--- src/rtl/panel_pkg.sv ---
// panel_pkg: constants shared by the front-panel display blocks.
//   SEG_x     - active-low {g,f,e,d,c,b,a} patterns for hex digits 0-F
//   SEG_BLANK - all segments off
//   AN_OFF    - all anodes off (active-low)
//   DIGITS    - number of digits on the display
package panel_pkg;

  localparam int DIGITS = 4;

  localparam logic [3:0] AN_OFF    = 4'b1111;
  localparam logic [6:0] SEG_BLANK = 7'h7F;

  localparam logic [6:0] SEG_0 = 7'h40;
  localparam logic [6:0] SEG_1 = 7'h79;
  localparam logic [6:0] SEG_2 = 7'h24;
  localparam logic [6:0] SEG_3 = 7'h30;
  localparam logic [6:0] SEG_4 = 7'h19;
  localparam logic [6:0] SEG_5 = 7'h12;
  localparam logic [6:0] SEG_6 = 7'h02;
  localparam logic [6:0] SEG_7 = 7'h78;
  localparam logic [6:0] SEG_8 = 7'h00;
  localparam logic [6:0] SEG_9 = 7'h10;
  localparam logic [6:0] SEG_A = 7'h08;
  localparam logic [6:0] SEG_B = 7'h03;  // lowercase b
  localparam logic [6:0] SEG_C = 7'h46;
  localparam logic [6:0] SEG_D = 7'h21;  // lowercase d
  localparam logic [6:0] SEG_E = 7'h06;
  localparam logic [6:0] SEG_F = 7'h0E;

  typedef logic [3:0] digit_t;

endpackage

--- src/rtl/digit_entry_display_if.sv ---
// digit_entry_display_if: front-panel entry/display signal bundle.
//   clr, ent, sw          - entry controls (driven by the master)
//   AN, seven_out         - scanned display outputs, active-low
//   code, count, full     - packed buffer contents and fill status
// master: the panel top level; slave: digit_entry_display.
interface digit_entry_display_if;

  logic        clr;
  logic        ent;
  logic [3:0]  sw;
  logic [3:0]  AN;
  logic [6:0]  seven_out;
  logic [15:0] code;
  logic [2:0]  count;
  logic        full;

  modport master (
    output clr, ent, sw,
    input  AN, seven_out, code, count, full
  );

  modport slave (
    input  clr, ent, sw,
    output AN, seven_out, code, count, full
  );

endinterface

--- src/rtl/hex_to_seven.sv ---
// hex_to_seven: combinational hex digit to seven-segment decoder.
//   digit - 4-bit hex value
//   seg   - active-low {g,f,e,d,c,b,a}; b and d use lowercase shapes
module hex_to_seven
  import panel_pkg::*;
(
  input  digit_t     digit,
  output logic [6:0] seg
);

  always_comb begin
    seg = SEG_BLANK;
    unique case (digit)
      4'h0: seg = SEG_0;
      4'h1: seg = SEG_1;
      4'h2: seg = SEG_2;
      4'h3: seg = SEG_3;
      4'h4: seg = SEG_4;
      4'h5: seg = SEG_5;
      4'h6: seg = SEG_6;
      4'h7: seg = SEG_7;
      4'h8: seg = SEG_8;
      4'h9: seg = SEG_9;
      4'hA: seg = SEG_A;
      4'hB: seg = SEG_B;
      4'hC: seg = SEG_C;
      4'hD: seg = SEG_D;
      4'hE: seg = SEG_E;
      4'hF: seg = SEG_F;
    endcase
  end

endmodule

--- src/rtl/digit_entry_display.sv ---
// digit_entry_display: four-digit hex entry buffer with a multiplexed
// seven-segment scan driver.
//   clk_in - system clock (rising edge)
//   rst    - asynchronous active-high reset
//   bus    - slave side of digit_entry_display_if:
//            clr/ent/sw in; AN/seven_out/code/count/full out
// REFRESH_DIV sets how many clk_in cycles each digit stays lit (>= 2).
module digit_entry_display
  import panel_pkg::*;
#(
  parameter int REFRESH_DIV = 100000
) (
  input  logic                 clk_in,
  input  logic                 rst,
  digit_entry_display_if.slave bus
);

  localparam int PW = $clog2(REFRESH_DIV);
  localparam logic [PW-1:0] PRESC_LAST = PW'(REFRESH_DIV - 1);
  localparam logic [2:0]    COUNT_MAX  = 3'(DIGITS);

  // Entry buffer: digit_reg[0] is the most recent entry (rightmost).
  logic [DIGITS-1:0][3:0] digit_reg, digit_next, digit_shifted;
  logic [DIGITS-1:0]      valid_reg, valid_next;
  logic [2:0]             count_reg, count_next;
  logic                   full_reg;

  // Scan state and registered display outputs.
  logic [PW-1:0] presc_reg;
  logic [1:0]    idx_reg;
  logic [3:0]    an_reg;
  logic [6:0]    seg_reg;

  digit_t     lit_digit;
  logic       lit_valid;
  logic [6:0] dec_seg;

  // Left-shift view of the buffer with the switch value entering at d0.
  // Once full, the oldest digit falls off the top (rolling window).
  for (genvar gi = 0; gi < DIGITS; gi++) begin : g_shift
    if (gi == 0) begin : g_in
      assign digit_shifted[gi] = bus.sw;
    end else begin : g_mid
      assign digit_shifted[gi] = digit_reg[gi-1];
    end
  end

  // clr wins over a simultaneous ent.
  always_comb begin
    digit_next = digit_reg;
    valid_next = valid_reg;
    count_next = count_reg;
    if (bus.clr) begin
      digit_next = '0;
      valid_next = '0;
      count_next = '0;
    end else if (bus.ent) begin
      digit_next = digit_shifted;
      valid_next = {valid_reg[DIGITS-2:0], 1'b1};
      count_next = (count_reg == COUNT_MAX) ? count_reg : count_reg + 3'd1;
    end
  end

  always_ff @(posedge clk_in or posedge rst) begin
    if (rst) begin
      digit_reg <= '0;
      valid_reg <= '0;
      count_reg <= '0;
      full_reg  <= 1'b0;
    end else begin
      digit_reg <= digit_next;
      valid_reg <= valid_next;
      count_reg <= count_next;
      full_reg  <= (count_next == COUNT_MAX);
    end
  end

  // Prescaler and digit index run freely; entry activity never touches them.
  always_ff @(posedge clk_in or posedge rst) begin
    if (rst) begin
      presc_reg <= '0;
      idx_reg   <= '0;
    end else if (presc_reg == PRESC_LAST) begin
      presc_reg <= '0;
      idx_reg   <= idx_reg + 2'd1;
    end else begin
      presc_reg <= presc_reg + 1'b1;
    end
  end

  assign lit_digit = digit_reg[idx_reg];
  assign lit_valid = valid_reg[idx_reg];

  hex_to_seven u_dec (
    .digit (lit_digit),
    .seg   (dec_seg)
  );

  // Registered from the current index and buffer, so a write to the lit
  // digit shows its new pattern on the very next cycle.
  always_ff @(posedge clk_in or posedge rst) begin
    if (rst) begin
      an_reg  <= AN_OFF;
      seg_reg <= SEG_BLANK;
    end else if (lit_valid) begin
      an_reg  <= ~(4'b0001 << idx_reg);
      seg_reg <= dec_seg;
    end else begin
      an_reg  <= AN_OFF;
      seg_reg <= SEG_BLANK;
    end
  end

  assign bus.code      = digit_reg;
  assign bus.count     = count_reg;
  assign bus.full      = full_reg;
  assign bus.AN        = an_reg;
  assign bus.seven_out = seg_reg;

endmodule

--- src/flat_wrapper.sv ---
// flat-port wrapper written by rule: the top's interface ports become plain ports
module digit_entry_display_flat import panel_pkg::*;
#(
  parameter int REFRESH_DIV = 100000
)
  (clk_in, rst, bus_clr, bus_ent, bus_sw, bus_AN, bus_seven_out, bus_code, bus_count, bus_full);
  digit_entry_display_if bus_i ();
  input  logic clk_in;
  input  logic rst;
  input wire logic [$bits(bus_i.clr)-1:0] bus_clr;
  input wire logic [$bits(bus_i.ent)-1:0] bus_ent;
  input wire logic [$bits(bus_i.sw)-1:0] bus_sw;
  output wire logic [$bits(bus_i.AN)-1:0] bus_AN;
  output wire logic [$bits(bus_i.seven_out)-1:0] bus_seven_out;
  output wire logic [$bits(bus_i.code)-1:0] bus_code;
  output wire logic [$bits(bus_i.count)-1:0] bus_count;
  output wire logic [$bits(bus_i.full)-1:0] bus_full;
  assign bus_i.clr = bus_clr;
  assign bus_i.ent = bus_ent;
  assign bus_i.sw = bus_sw;
  assign bus_AN = bus_i.AN;
  assign bus_seven_out = bus_i.seven_out;
  assign bus_code = bus_i.code;
  assign bus_count = bus_i.count;
  assign bus_full = bus_i.full;
  digit_entry_display #(.REFRESH_DIV(REFRESH_DIV)) u_core (.clk_in(clk_in), .rst(rst), .bus(bus_i));
endmodule
--- config.mk ---
export PLATFORM = sky130hd
export DESIGN_NAME = digit_entry_display_flat
export DESIGN_NICKNAME = d
export VERILOG_FILES = /design/src/rtl/panel_pkg.sv /design/src/rtl/digit_entry_display_if.sv /design/src/rtl/hex_to_seven.sv /design/src/rtl/digit_entry_display.sv /design/src/flat_wrapper.sv
export SDC_FILE = /design/constraint.sdc
export NUM_CORES = 1
export LEC_CHECK = 0
export ABC_CLOCK_PERIOD_IN_PS = 6300
export BUFFER_PORTS_ARGS = -buffer_cell sky130_fd_sc_hd__buf_2
export CORE_MARGIN = 4
export CORE_UTILIZATION = 61
export DETAILED_ROUTE_END_ITERATION = 6
export PLACE_DENSITY = 0.85
export SYNTH_ARGS = -nofsm -noshare
export SYNTH_HDL_FRONTEND = slang
export SYNTH_SLANG_ARGS = --single-unit
--- constraint.sdc ---
create_clock -name clk_in -period 6.3 [get_ports clk_in]
set_input_delay 0.945 -clock clk_in [delete_from_list [all_inputs] [get_ports clk_in]]
set_output_delay 0.945 -clock clk_in [all_outputs]
set_load 0.05 [all_outputs]
* After elaboration in Yosys (flattened, before gate mapping) *
Memory sizes are Yosys's and may differ from the RTL's.
Index checks and enable logic that the tools add are counted.
W data, S select, Z words.

storage, ports and cells
  input bits = 8
  memories = 1
  bits in registers = 54
  ROM bits = 112
  word-level logic and storage cells = 36

operators by class
  mux-type cells = 14
  shift operators = 1
  add/subtract/negate cells = 3
  eq/ne operators = 3
  $lt $le $gt $ge = 1
  bitwise logic cells = 1
  reductions and logical operators = 1

memory list
  name             words  width  rd ports  clocked after memory_dff  wr ports  RTL line            text
  (no name shown)  16     7      1         0                         0         hex_to_seven.sv:13  unique case (digit)

operators by type and width
  operator                 number
  $mux W16                 2
  $add A17 B1 Y17 const B  1
  $eq A17 B17 Y1 const B   1
  $mux W17                 1
  $mux W4                  4
  $mux W3                  3
  $bmux W4 S2              1
  $mux W7                  1
  $eq A3 B3 Y1 const B     2
  $not A4 Y4               1
  $shl A1 B2 Y4 const A    1
  $add A3 B1 Y3 const B    1
  $lt A2 B3 Y1 const B     1
  $add A2 B1 Y2 const B    1
  $bmux W1 S2              1
  $reduce_bool A2 Y1       1
  $mux W1                  1

* Logic depth before layout (Yosys ltp) *
  depth in word-level cells = 5
  gate-level depth with buffers = 7
  mapped depth without buffers = 6

* By module *
A second synthesis with hierarchy kept.

second synthesis, totals
  cell total of the unflattened synthesis = 232
  area, all modules = 2730.1 sq um

by module, submodules not included
  module               cells each  area an instance (sq um)  times used
  digit_entry_display  199         2456.1                    1
  hex_to_seven         33          274.0                     1

* Worst setup path after synthesis *
Ideal clock, no wire load.

  path kind = reg2reg
  from = reg u_core.digit_reg, in the netlist u_core.bus.code[5]
  to = reg u_core.seg_reg[3], in the netlist u_core.bus.seven_out[3]
  clock period less this slack = 2.076 ns
  stages on the path, launching flop included = 7
  required time = 6.220 ns
  arrival = 1.996 ns
  path slack = 4.224 ns
  buffers on the path = 0
  cell sequence = dfrtp_1 mux4_2 inv_1 ha_1 inv_1 mux4_2 nand2b_1

on the way
  word-level cells in the longest chain between the ends = 4

RTL lines
  element                        RTL line                    text
  start: declaration             digit_entry_display.sv:23   logic [DIGITS-1:0][3:0] digit_reg, digit_next, digit_shifted;
  start signal: assignment       digit_entry_display.sv:71   digit_reg <= digit_next;
  $bmux W4 S2                    digit_entry_display.sv:91   assign lit_digit = digit_reg[idx_reg];
  $mux W4 (not written as such)  digit_entry_display.sv:91
  $mem_v2 Z16 W7                 n/a
  $mux W7                        digit_entry_display.sv:105  end else if (lit_valid) begin
  end signal: assignment         digit_entry_display.sv:107  seg_reg <= dec_seg;
  end: declaration               digit_entry_display.sv:32   logic [6:0] seg_reg;

Every way passes these cells. The select of a mux whose other input is x is not followed.
A chain may end at the register's enable or synchronous reset.

* Worst setup path after layout *
  from = reg u_core.presc_reg[0]
  to = reg u_core.idx_reg[1]

on the way
  word-level cells in the longest chain between the ends = 1

RTL lines
  element                   RTL line                   text
  start: declaration        digit_entry_display.sv:29  logic [PW-1:0] presc_reg;
  start signal: assignment  digit_entry_display.sv:87  presc_reg <= presc_reg + 1'b1;
  $eq A17 B17 Y1            digit_entry_display.sv:83  end else if (presc_reg == PRESC_LAST) begin
  end signal: assignment    digit_entry_display.sv:85  idx_reg <= idx_reg + 2'd1;
  end: declaration          digit_entry_display.sv:30  logic [1:0] idx_reg;

Every way passes these cells.

==> reports/metrics.cfg <==
[run_status]
status = complete, no violations

[detailed_routing]
post_drt_wl_per_cell_um = 15.3
highest_layer = met4
drt-vias-per-instance = 5.70
wl_met1_um = 2140
drtIter0Drc = 89
wl_met3_um = 200
via_count = 1755
drt-total-wl_um = 4700
wl_met2_um = 2300
drt_drc_violations_left = 0
firstDrtPassIters = 7
ant_nets = 0

[pwr]
p_leak_nw = 1.38
ir_drop_uv = 203
powerDensity_nw_per_um2 = 224
p_total_uw = 649

[setup_path]
endpoint_kind = flop
crit_path_top_delay_cell = nor4_2
startpoint_type = flop
max_stage_delay_ns = 0.80
cp_max_fo = 11
path_buf_inv = 0
cp.arrival_ns = 2.59
crit_family = simple AND/OR/NAND/NOR gates
worst-setup-path-type = reg -> reg
crit_chain = ha_1, and4_1, nand2_1, nor4_2, mux2_2
cp.required_ns = 6.50

[global_routing]
grt_pass1_vias = 1658
grt_use_total_pct = 19.2
antenna_found_initial = 0
grt_first_pass_wirelength_um = 7880
grt_max_degree = 55
overflow = 0

[cells_and_area]
largest_reg_flops = 17
layout.area.seq_um2 = 1370
multi_input_area_um2 = 1140
finalInstanceArea_um2 = 2890
fill_cells = 303
nNetsFinal = 278
diodes = 0
drive_gt1_share_pct = 26.4
layout-area-overhead-vs-synth_pct = 11.2

[clocking]
root_buffer = clkbuf_8
cts_inserted_buffers = 5
cts_max_level = 2
clk_pin_slew_worst_paths_ns = 0.09
clkLatencyLatePin_ns = 0.30
cts_resized = 0
clockBufferDepth = 2
post_cts_buffers = 0
tritoncts = built
postCtsHoldBufs = 0
cts_sinks = 54

[sta]
fin_setup_tns_ns = 0
finalHoldViolCount = 0
finalSetupViolCount = 0
period_needed_ns = 2.39
clock.fmax_ghz = 0.419
worst_pin_slew_ns = 1.07
skew_ns = 0.00566
min_period_over_period_pct = 37.9
setup_slack_ns = 3.91
max_slew_margin_pct = 28.8
rsz0062_at_grt = no
hold_slack_ns = 0.493
slew_viol_final = 0

[floorplanning]
die_x_um = 73.3
ios = 39
die-area_um2 = 5370
start_util_pct = 64.1
num_rows = 23
dieHeight_um = 73.3
core-area_um2 = 4060

[synthesis]
syn_area_um2 = 2600
yosysWarnings = 0
synthTopCellsByArea = dfrtp_1, dfstp_2, mux2i_1
ys_types = 37
syn_nets = 243
yosys.area.top_type = dfrtp_1
ys_seq_area_share_pct = 52.5
synth_top_area_share_pct = 41.4
syn-instance-count = 222
synth_area_per_cell_um2 = 11.7
synth-seq-cells = 54

[min_path]
hold_class = reg -> reg

[placement]
place_congestion = 0.867
io_buffers = 38
hpwl_um = 3250
place_area_um2 = 2800
dp_slack_ns = 3.91

[run]
drv_cap = 0

## worst paths after layout
path	from	end	slack, ns	depth (start not counted)
worst max-delay path	u_core.presc_reg[0]	u_core.idx_reg[1]	3.91	5
worst min-delay path	u_core.presc_reg[12]	u_core.presc_reg[12]	0.49	1
worst max register to register	u_core.presc_reg[0]	u_core.idx_reg[1]	3.91	5
worst min register to register	u_core.presc_reg[12]	u_core.presc_reg[12]	0.49	1
max in group asynchronous	rst	u_core.bus.code[4]	4.75	2
min in group asynchronous	rst	u_core.presc_reg[2]	0.90	2
## layout by cell type, fill, tap and decap left out, types with 2 or more instances in the layout
| cell | instances |
|---|---|
| dfrtp_1 | 43 |
| buf_2 | 38 |
| nor2_1 | 31 |
| mux2i_1 | 21 |
| nand2_1 | 13 |
| ha_1 | 13 |
| xnor2_1 | 11 |
| dfstp_2 | 11 |
| inv_1 | 9 |
| mux4_2 | 6 |
| nand3_1 | 6 |
| clkbuf_8 | 6 |
| a21oi_1 | 5 |
| xor2_1 | 5 |
| o221ai_1 | 5 |
| nor3_1 | 4 |
| and4_1 | 3 |
| nand4_1 | 3 |
| o21ai_0 | 2 |
| or3_1 | 2 |
| nor2b_1 | 2 |
| nand2b_1 | 2 |
| mux2_2 | 2 |
## per-layer routing
metal  global-route usage [%]  up-vias
li1                         -      830
met2                     29.4       40
met5                        0        -
met4                     5.94        0
met1                     27.3      880
met3                     4.79        5
## power by group
part / switching [mW] / internal, mW / total, mW
combinational: 0.0630 / 0.0245 / 0.0874
sequential: 0.00612 / 0.359 / 0.365
clock: 0.107 / 0.0889 / 0.196
## cell families (layout without fill, tap and decap cells)
logic type | count (synthesis) | after routing | share of synthesized area (%)
compound gates | 14 | 14 | 3.61
xor+xnor | 16 | 16 | 5.39
fa+ha+maj | 13 | 13 | 6.26
buf+inv | 20 | 56 | 3.46
flops | 54 | 54 | 52.5
mux | 29 | 29 | 14.1
simple gates | 76 | 76 | 14.6
## cells in the mapped netlist (all sizes together)
master  number
dfrtp       43
nor2        31
mux2i       21
ha          13
nand2       13
dfstp       11
xnor2       11
inv         10
clkbuf       6
mux4         6
nand3        6
a21oi        5
o221ai       5
xor2         5
buf          4
nor3         4
and4         3
nand4        3
mux2         2
nand2b       2
nor2b        2
o21ai        2
or2          2
or3          2
or3b         2
a21boi       1
and2         1
and4b        1
nand4b       1
nor3b        1
nor4         1
o211ai       1
or4          1
## final cells by class
class                      count  share of cell area [%]
clock buffer                   7                    2.99
sequential                    54                    47.2
clock inverter                 1                   0.173
timing repair buffer          38                    6.58
tap                           50                    2.16
multi-input combinational    148                    39.6
inverter                      10                    1.30
## metrics by stage
| step | instances | util [%] |
|---|---|---|
| final | 308 | 71.3 |
| after global routing | 308 | 71.3 |
| after CTS | 308 | 71.3 |
| after detailed placement | 300 | 69.0 |
| after global placement | 300 | 69.0 |
| after floorplan | 222 | - |
(Power assumes the default switching activity.)
